==> src/rtl/ofc_mem_pkg.sv <==
// Shared definitions for the per-channel sample memory write/read controllers.
package ofc_mem_pkg;

    localparam int unsigned ADDR_W  = 15;
    localparam int unsigned LEN_W   = 10;
    localparam int unsigned QUEUE_W = 6;
    localparam int unsigned N_CH    = 16;

    typedef enum logic [1:0] {
        IDLE = 2'd0,
        FILL = 2'd1,
        DROP = 2'd2
    } wc_state_t;

endpackage

==> src/rtl/ring_ptr.sv <==
// Circular pointer: wrap-increment against a runtime ring depth, with clear and enable.
module ring_ptr #(
    parameter int unsigned W = ofc_mem_pkg::ADDR_W
) (
    input  logic         clk,
    input  logic         rst_n,
    input  logic         clr,
    input  logic         en,
    input  logic [W-1:0] depth,
    output logic [W-1:0] ptr
);

    always_ff @(posedge clk or negedge rst_n) begin
        if (!rst_n) begin
            ptr <= '0;
        end else if (clr) begin
            ptr <= '0;
        end else if (en) begin
            ptr <= (ptr == depth - W'(1)) ? '0 : ptr + W'(1);
        end
    end

endmodule

==> src/rtl/write_control.sv <==
// Writer-side controller: writes one word per accepted sample into all channel rings,
// groups words into half-packages and drops whole groups when the reader is too far behind.
module write_control #(
    parameter int unsigned ADDR_W  = ofc_mem_pkg::ADDR_W,
    parameter int unsigned LEN_W   = ofc_mem_pkg::LEN_W,
    parameter int unsigned QUEUE_W = ofc_mem_pkg::QUEUE_W
) (
    input  logic               clk,
    input  logic               rst_n,
    input  logic               live,
    input  logic               live_rising,
    input  logic               din_valid,
    input  logic               half_done,
    input  logic [LEN_W-1:0]   HALF_PACKAGE_LENGTH,
    input  logic [ADDR_W-1:0]  MEMORY_DEPTH,
    output logic               wen,
    output logic [ADDR_W-1:0]  waddr,
    output logic               read_start,
    output logic [QUEUE_W-1:0] n_pending,
    output logic               overflow,
    output logic [15:0]        drop_cnt
);

    localparam int unsigned NE_W = QUEUE_W + 1;

    ofc_mem_pkg::wc_state_t state_q, state_d;
    logic [LEN_W-1:0]   cnt_q, cnt_d;
    logic [QUEUE_W-1:0] n_pending_d;
    logic               overflow_d;
    logic [15:0]        drop_cnt_d;
    logic               wen_d;
    logic [ADDR_W-1:0]  waddr_d;
    logic               read_start_d;
    logic               ptr_clr;
    logic               ptr_en;
    logic [ADDR_W-1:0]  wr_ptr;
    logic               drop_grp;

    logic [NE_W-1:0]    n_eff;
    logic [15:0]        need_words;
    logic               is_full;
    logic               last_word;

    ring_ptr #(.W(ADDR_W)) u_wr_ptr (
        .clk   (clk),
        .rst_n (rst_n),
        .clr   (ptr_clr),
        .en    (ptr_en),
        .depth (MEMORY_DEPTH),
        .ptr   (wr_ptr)
    );

    // A group completing this cycle is not yet in n_pending, so count it here
    assign n_eff      = NE_W'(n_pending) + NE_W'(read_start);
    assign need_words = (16'(n_eff) + 16'd1) * 16'(HALF_PACKAGE_LENGTH);
    assign is_full    = (need_words > 16'(MEMORY_DEPTH)) ||
                        (n_eff >= NE_W'((1 << QUEUE_W) - 1));
    assign last_word  = (cnt_q == HALF_PACKAGE_LENGTH - LEN_W'(1));

    always_ff @(posedge clk or negedge rst_n) begin
        if (!rst_n) begin
            state_q    <= ofc_mem_pkg::IDLE;
            cnt_q      <= '0;
            n_pending  <= '0;
            overflow   <= 1'b0;
            drop_cnt   <= '0;
            wen        <= 1'b0;
            waddr      <= '0;
            read_start <= 1'b0;
        end else begin
            state_q    <= state_d;
            cnt_q      <= cnt_d;
            n_pending  <= n_pending_d;
            overflow   <= overflow_d;
            drop_cnt   <= drop_cnt_d;
            wen        <= wen_d;
            waddr      <= waddr_d;
            read_start <= read_start_d;
        end
    end

    always_comb begin
        state_d      = state_q;
        cnt_d        = cnt_q;
        n_pending_d  = n_pending;
        overflow_d   = overflow;
        drop_cnt_d   = drop_cnt;
        wen_d        = 1'b0;
        waddr_d      = waddr;
        read_start_d = 1'b0;
        ptr_clr      = 1'b0;
        ptr_en       = 1'b0;
        drop_grp     = 1'b0;

        // Completed groups enter the queue, reader releases leave it; coincident events cancel
        if (read_start && !half_done) begin
            n_pending_d = n_pending + QUEUE_W'(1);
        end else if (half_done && !read_start && (n_pending != '0)) begin
            n_pending_d = n_pending - QUEUE_W'(1);
        end

        if (live_rising) begin
            state_d     = live ? ofc_mem_pkg::FILL : ofc_mem_pkg::IDLE;
            cnt_d       = '0;
            n_pending_d = '0;
            overflow_d  = 1'b0;
            drop_cnt_d  = '0;
            ptr_clr     = 1'b1;
        end else begin
            case (state_q)
                ofc_mem_pkg::FILL, ofc_mem_pkg::DROP: begin
                    if (!live) begin
                        state_d = ofc_mem_pkg::IDLE;
                        cnt_d   = '0;
                    end else if (din_valid) begin
                        drop_grp = (state_q == ofc_mem_pkg::DROP);
                        if (cnt_q == '0) begin
                            drop_grp = is_full;
                            state_d  = is_full ? ofc_mem_pkg::DROP : ofc_mem_pkg::FILL;
                            if (is_full) begin
                                overflow_d = 1'b1;
                                if (drop_cnt != 16'hFFFF) begin
                                    drop_cnt_d = drop_cnt + 16'd1;
                                end
                            end
                        end
                        cnt_d = last_word ? '0 : cnt_q + LEN_W'(1);
                        if (!drop_grp) begin
                            wen_d        = 1'b1;
                            waddr_d      = wr_ptr;
                            ptr_en       = 1'b1;
                            read_start_d = last_word;
                        end
                    end
                end
                default: begin
                    state_d = ofc_mem_pkg::IDLE;
                end
            endcase
        end
    end

endmodule

==> config.mk <==
export PLATFORM = sky130hd
export DESIGN_NAME = write_control
export DESIGN_NICKNAME = d
export VERILOG_FILES = /design/src/rtl/ofc_mem_pkg.sv /design/src/rtl/ring_ptr.sv /design/src/rtl/write_control.sv
export SDC_FILE = /design/constraint.sdc
export NUM_CORES = 1
export LEC_CHECK = 0
export ABC_AREA = 1
export BUFFER_PORTS_ARGS = -buffer_cell sky130_fd_sc_hd__buf_2
export CORE_UTILIZATION = 45
export CTS_CLUSTER_DIAMETER = 60
export DETAILED_ROUTE_END_ITERATION = 10
export SETUP_SLACK_MARGIN = 0.05
export SKIP_LAST_GASP = 1
export SYNTH_ARGS = -nofsm -noshare
export SYNTH_HDL_FRONTEND = slang
export SYNTH_SLANG_ARGS = --single-unit
==> constraint.sdc <==
create_clock -name clk -period 9.1 [get_ports clk]
set_input_delay 1.365 -clock clk [delete_from_list [all_inputs] [get_ports clk]]
set_output_delay 1.365 -clock clk [all_outputs]
set_load 0.005 [all_outputs]
After elaboration in Yosys (flattened, before gate mapping)
Index checks and enable logic that the tools add are counted.
{"block": "op_classes", "n_addsub": 9, "multipliers": 1, "order_cmp": 2, "n_eq_ne": 8, "muxes": 47, "bitwise": 2, "n_reduce_logical": 22}
{"cell": "$mux 16", "count": 7}
{"cell": "$mux 10", "count": 5}
{"cell": "$mux 15", "count": 3}
{"cell": "$mux 1", "count": 23}
{"cell": "$mux 6", "count": 3}
{"cell": "$add 16x1->16 const B", "count": 1}
{"cell": "$gt 16x15->1", "count": 1}
{"cell": "$mul 8x10->16", "count": 1}
{"cell": "$ne 16x16->1 const B", "count": 1}
{"cell": "$add 15x1->15 const B", "count": 1}
{"cell": "$eq 15x15->1", "count": 1}
{"cell": "$sub 15x1->15 const B", "count": 1}
{"cell": "$reduce_bool 2->1", "count": 7}
{"cell": "$mux 2", "count": 6}
{"cell": "$add 10x1->10 const B", "count": 1}
{"cell": "$eq 10x10->1", "count": 1}
{"cell": "$logic_not 10->1", "count": 1}
{"cell": "$reduce_and 5->1", "count": 2}
{"cell": "$sub 10x1->10 const B", "count": 1}
{"cell": "$add 7x1->8 const B", "count": 1}
{"cell": "$ne 4x4->1 const B", "count": 2}
{"cell": "$add 6x1->7", "count": 1}
{"cell": "$ge 7x6->1 const B", "count": 1}
{"cell": "$add 6x1->6 const B", "count": 1}
{"cell": "13 further kinds", "count": 18}
{"block": "word_totals", "regBits": 67, "inputBits": 31, "out_inout_bits": 40, "word_cells": 100}

Longest topological paths before layout
{"block": "logic_depth", "word_depth": 17, "depth_mapped": 42, "mapped_depth_nobuf": 41}

Modules after synthesis
A second synthesis with hierarchy kept.
{"block": "unflattened", "cells_unflattened": 1061, "area_unflattened_um2": 7666.1}
{"module": "write_control", "instances": 1, "cells_each": 819, "area_each_um2": 6119.6, "seq_area_each_um2": 1301.2}
{"module": "ring_ptr", "instances": 1, "cells_each": 242, "area_each_um2": 1546.5, "seq_area_each_um2": 375.4}

Worst setup path after synthesis
Ideal clock, no wire load.
{"block": "synth_path", "path_kind": "register to register", "start": "reg read_start", "end": "reg waddr[0]", "setup_ns": 0.117, "t_arrival_ns": 6.387, "required_ns": 8.983, "path_slack_ns": 2.596, "stages_incl_launch_ff": 36, "n_path_buf": 1, "synth_period_minus_slack_ns": 6.504, "cell_sequence": "dfrtp_1 > ha_1 > xor2_1 > ha_1 > nand3_2 > nor2_4 > xor2_1 > nand2_1 > fa_1 > fa_1 > inv_1 > fa_1 > inv_1 > fa_1 > inv_1 > ha_1 > a21oi_1 > inv_1 > a31oi_1 > o21ai_0 > a21oi_1 > o21ai_0 > xor2_1 > inv_1 > ha_1 > nand4_1 > nor2_1 > a21oi_1 > nand2_1 > a21oi_2 > nand2_4 > nand2_8 > nand3_4 > buf_12 > nand2_2 > nand2_1"}
{"block": "synth_between", "elab_chain_len": 12, "word_cells_on_any_way": 13, "classes_between": "2 x add/sub; 1 x mul; 2 x order compare; 5 x mux; 1 x bitwise; 2 x reduce/logical"}
{"item": "from (decl)", "line_no": "write_control.sv:18", "source": "output logic read_start,"}
{"item": "from (signal assigned)", "line_no": "write_control.sv:78", "source": "read_start <= read_start_d;"}
{"item": "$add 6x1->7 (*)", "line_no": "write_control.sv:54", "source": "assign n_eff = NE_W'(n_pending) + NE_W'(read_start);"}
{"item": "$add 7x1->8", "line_no": "write_control.sv:55", "source": "assign need_words = (16'(n_eff) + 16'd1) * 16'(HALF_PACKAGE_LENGTH);"}
{"item": "$mul 8x10->16", "line_no": "write_control.sv:55"}
{"item": "$gt 16x15->1", "line_no": "write_control.sv:56", "source": "assign is_full = (need_words > 16'(MEMORY_DEPTH)) ||"}
{"item": "$logic_or 1x1->1 (*)", "line_no": "write_control.sv:56"}
{"item": "$mux 1 (*)", "line_no": "write_control.sv:117", "source": "if (cnt_q == '0) begin"}
{"item": "$mux 1 (*)", "line_no": "write_control.sv:115", "source": "end else if (din_valid) begin"}
{"item": "$mux 1 (*)", "line_no": "write_control.sv:112", "source": "if (!live) begin"}
{"item": "$mux 1 (*)", "line_no": "write_control.sv:110", "source": "case (state_q)"}
{"item": "$mux 1 (*)", "line_no": "write_control.sv:102", "source": "if (live_rising) begin"}
{"item": "$not 1->1 (no source line) (*)"}
{"item": "$reduce_and 5->1 (no source line) (*)"}
{"item": "to (signal assigned)", "line_no": "write_control.sv:77", "source": "waddr <= waddr_d;"}
{"item": "to (decl)", "line_no": "write_control.sv:17", "source": "output logic [ADDR_W-1:0] waddr,"}
Mark *: on every way between the ends. The rest lies on a longest branch, timed or not. The select of a mux whose other input is x is not followed.
A chain may end at the register's enable or synchronous reset.

Final worst setup path
{"block": "layout_path", "start": "reg read_start", "end": "reg waddr[14]"}
The elaborated chain is that of the path after synthesis.

==> flow_summary.json <==
{
  "outcome": "finished clean",
  "nFillCells": 1740,
  "io_pins": 71,
  "critPathTopFamily": "adder cells",
  "cts.path.max_buffers": 2,
  "core_area_um2": 16800,
  "cts_resized": 0,
  "synth.most_common_cell": "nand2_1",
  "ys.warnings.count": 0,
  "ant_nets": 0,
  "endpoint_kind": "register",
  "numCtsBuffers": 9,
  "antenna_found_initial": 1,
  "max_stage_delay_ps": 550,
  "cts_sinks": 67,
  "syn_area_um2": 7810,
  "grt_max_degree": 68,
  "grt_pass1_wl_um": 32800,
  "overflow": 0,
  "drt-total-wl_um": 19000,
  "dieWidth_um": 134,
  "fp-row-count": 47,
  "post-dp-hpwl_um": 14900,
  "firstDrtPassIters": 4,
  "worstPathRequired_ps": 9320,
  "finalHoldViolCount": 0,
  "ff2ff_path_depth": 36,
  "synth-main-ff-cell": "dfrtp_1",
  "nets": 1245,
  "whs_ps": 472,
  "initial_core_util_pct": 46.6,
  "maxCapViolCount": 0,
  "p_leak_nw": 4.53,
  "synth_top_cells_by_count": "229 x nand2_1, 168 x inv_1, 108 x nor2_1, 67 x dfrtp_1, 66 x nand3_1",
  "cp_num_cells": 36,
  "cts_max_level": 3,
  "hold_path_class": "register to register",
  "grt_pass1_vias": 6631,
  "min_delay_path_depth": 2,
  "grt_util_all_layers_pct": 22.9,
  "drv_slew": 0,
  "setup_violations": 0,
  "seq_area_frac_synth_pct": 21.5,
  "drt_iter0_drc": 339,
  "viasPerCell": 5.01,
  "skew_ps": 4.80,
  "synth_top_cells_by_area": "dfrtp_1 21%, fa_1 12%, nand2_1 11%",
  "area_delta_synth_final_pct": 9.61,
  "fmax_mhz": 133,
  "fin_area_um2": 8560,
  "worst-path-buf-inv": 4,
  "cp_max_fo": 32,
  "critPathSlowestCell": "fa_1",
  "synthCells": 1052,
  "cts_root_buffer": "clkbuf_16",
  "maxSlewHeadroom_pct": 41.0,
  "numPortBuffers": 70,
  "ys_types": 47,
  "vias": 6679,
  "die-area_um2": 17900,
  "dpl_cell_area_um2": 8280,
  "cts_tree": "done",
  "fin_tns_setup_ps": 0,
  "post-synth-top-area-cell": "dfrtp_1",
  "synth.avg_cell_area_um2": 7.43,
  "min_period_ps": 7540,
  "critPathKind": "register to register",
  "cts_hold_buf": 0,
  "wl_per_cell_um": 14.2,
  "power.density_nw_per_um2": 384,
  "synth_top_area_share_pct": 21.5,
  "vdd_drop_max_mv": 0.421,
  "r2r_setup_slack_ps": 1560,
  "finalWeightedCongestion": 0.892,
  "die_h_um": 134,
  "synth-edff-count": 0,
  "drc": 0,
  "clkTransAtPathRegs_ps": 60,
  "critPathMostFrequentCell": "nand2_1",
  "finalCritPeriodShare_pct": 82.9,
  "synth-async-reset-ratio_pct": 100,
  "drive_above_1_share_pct": 12.1,
  "ys_seq_elements": 67,
  "worst_pin_slew_ps": 885,
  "rsz0062_at_grt": "false",
  "power_mw": 3.28,
  "postCtsSetupBuffers": 0,
  "cp-start-kind": "register",
  "clk-insertion-delay-late_ps": 330,
  "arrival_ps": 7760
}
[worst min-delay path: cells and delay by family (launching register included)]
family	cells	cell delay (ps)
flops	1	340
simple gates	2	100
[layout make-up]
class | count | area (um^2) | area share [%]
Inverter | 173 | 652 | 7.61
Sequential cell | 67 | 1680 | 19.6
Timing Repair Buffer | 73 | 373 | 4.35
Antenna cell | 1 | 2.50 | 0.0292
Tap cell | 220 | 275 | 3.21
Multi-Input combinational cell | 782 | 5300 | 61.9
Clock inverter | 5 | 53.8 | 0.628
Clock buffer | 11 | 233 | 2.72
[worst paths after layout]
path | startpoint | end
worst max-delay path | read_start | waddr[14]
worst min-delay path | waddr[8] | waddr[8]
worst max register to register | read_start | waddr[14]
worst min register to register | waddr[8] | waddr[8]
max in group asynchronous | rst_n | cnt_q[8]
min in group asynchronous | rst_n | u_wr_ptr.ptr[1]
[per-stage QoR]
step | setup slack, ps | util [%] | std cells
final | 1560 | 51.1 | 1332
after global routing | 803 | 51.1 | 1331
after CTS | 1510 | 51.1 | 1331
after detailed placement | 1540 | 49.4 | 1315
after global placement | 1610 | 49.4 | 1315
after floorplan | 2600 | - | 1058
[per-layer routing]
metal,track usage [%],share of wire [%],wire length [um]
met1,31.2,47,9000
met2,37.7,46,8810
met3,3.85,4.8,906
met4,5.37,1.3,246
met5,0,0,0
[placed cells by master, fill, tap and decap left out, drive strengths merged, types with 2 or more instances in the layout]
master | netlist | routed
buf | 25 | 73
o21a | 3 | 3
a31oi | 2 | 2
xnor2 | 20 | 20
nand2 | 247 | 247
ha | 60 | 60
o22ai | 6 | 6
dfrtp | 67 | 67
nand3b | 11 | 11
o21bai | 2 | 2
clkbuf | 11 | 11
inv | 171 | 171
o21ai | 18 | 18
a21oi | 24 | 24
clkinv | 2 | 6
nor3 | 12 | 12
conb | 2 | 8
nand4 | 47 | 47
fa | 48 | 48
nor4 | 6 | 6
xor2 | 64 | 64
nand3 | 82 | 82
or2 | 2 | 2
nor2 | 113 | 113
[registers in the layout, summed over array words and instances (netlist names)]
signal / cells
wen: 1
n_pending: 6
state_q: 2
u_wr_ptr.ptr: 15
drop_cnt: 16
read_start: 1
cnt_q: 10
overflow: 1
waddr: 15
[where the power goes]
part	switching [mW]	total [mW]	internal [mW]	leakage [nW]
Clock	0.132	0.344	0.211	0.143
Sequential	0.0338	0.356	0.322	0.927
Combinational	1.61	2.59	0.973	3.46
[kinds of logic after synthesis]
group,Yosys count,synth area share (%)
and+or+nand+nor,523,31.6
buffers and inverters,209,11.0
adders and majority gates,108,21.9
xor gates and xnor gates,85,9.70
DFF,67,21.5
AOI/OAI and AO/OA,58,4.18
other,2,0.0961
(Power assumes the default switching activity.)
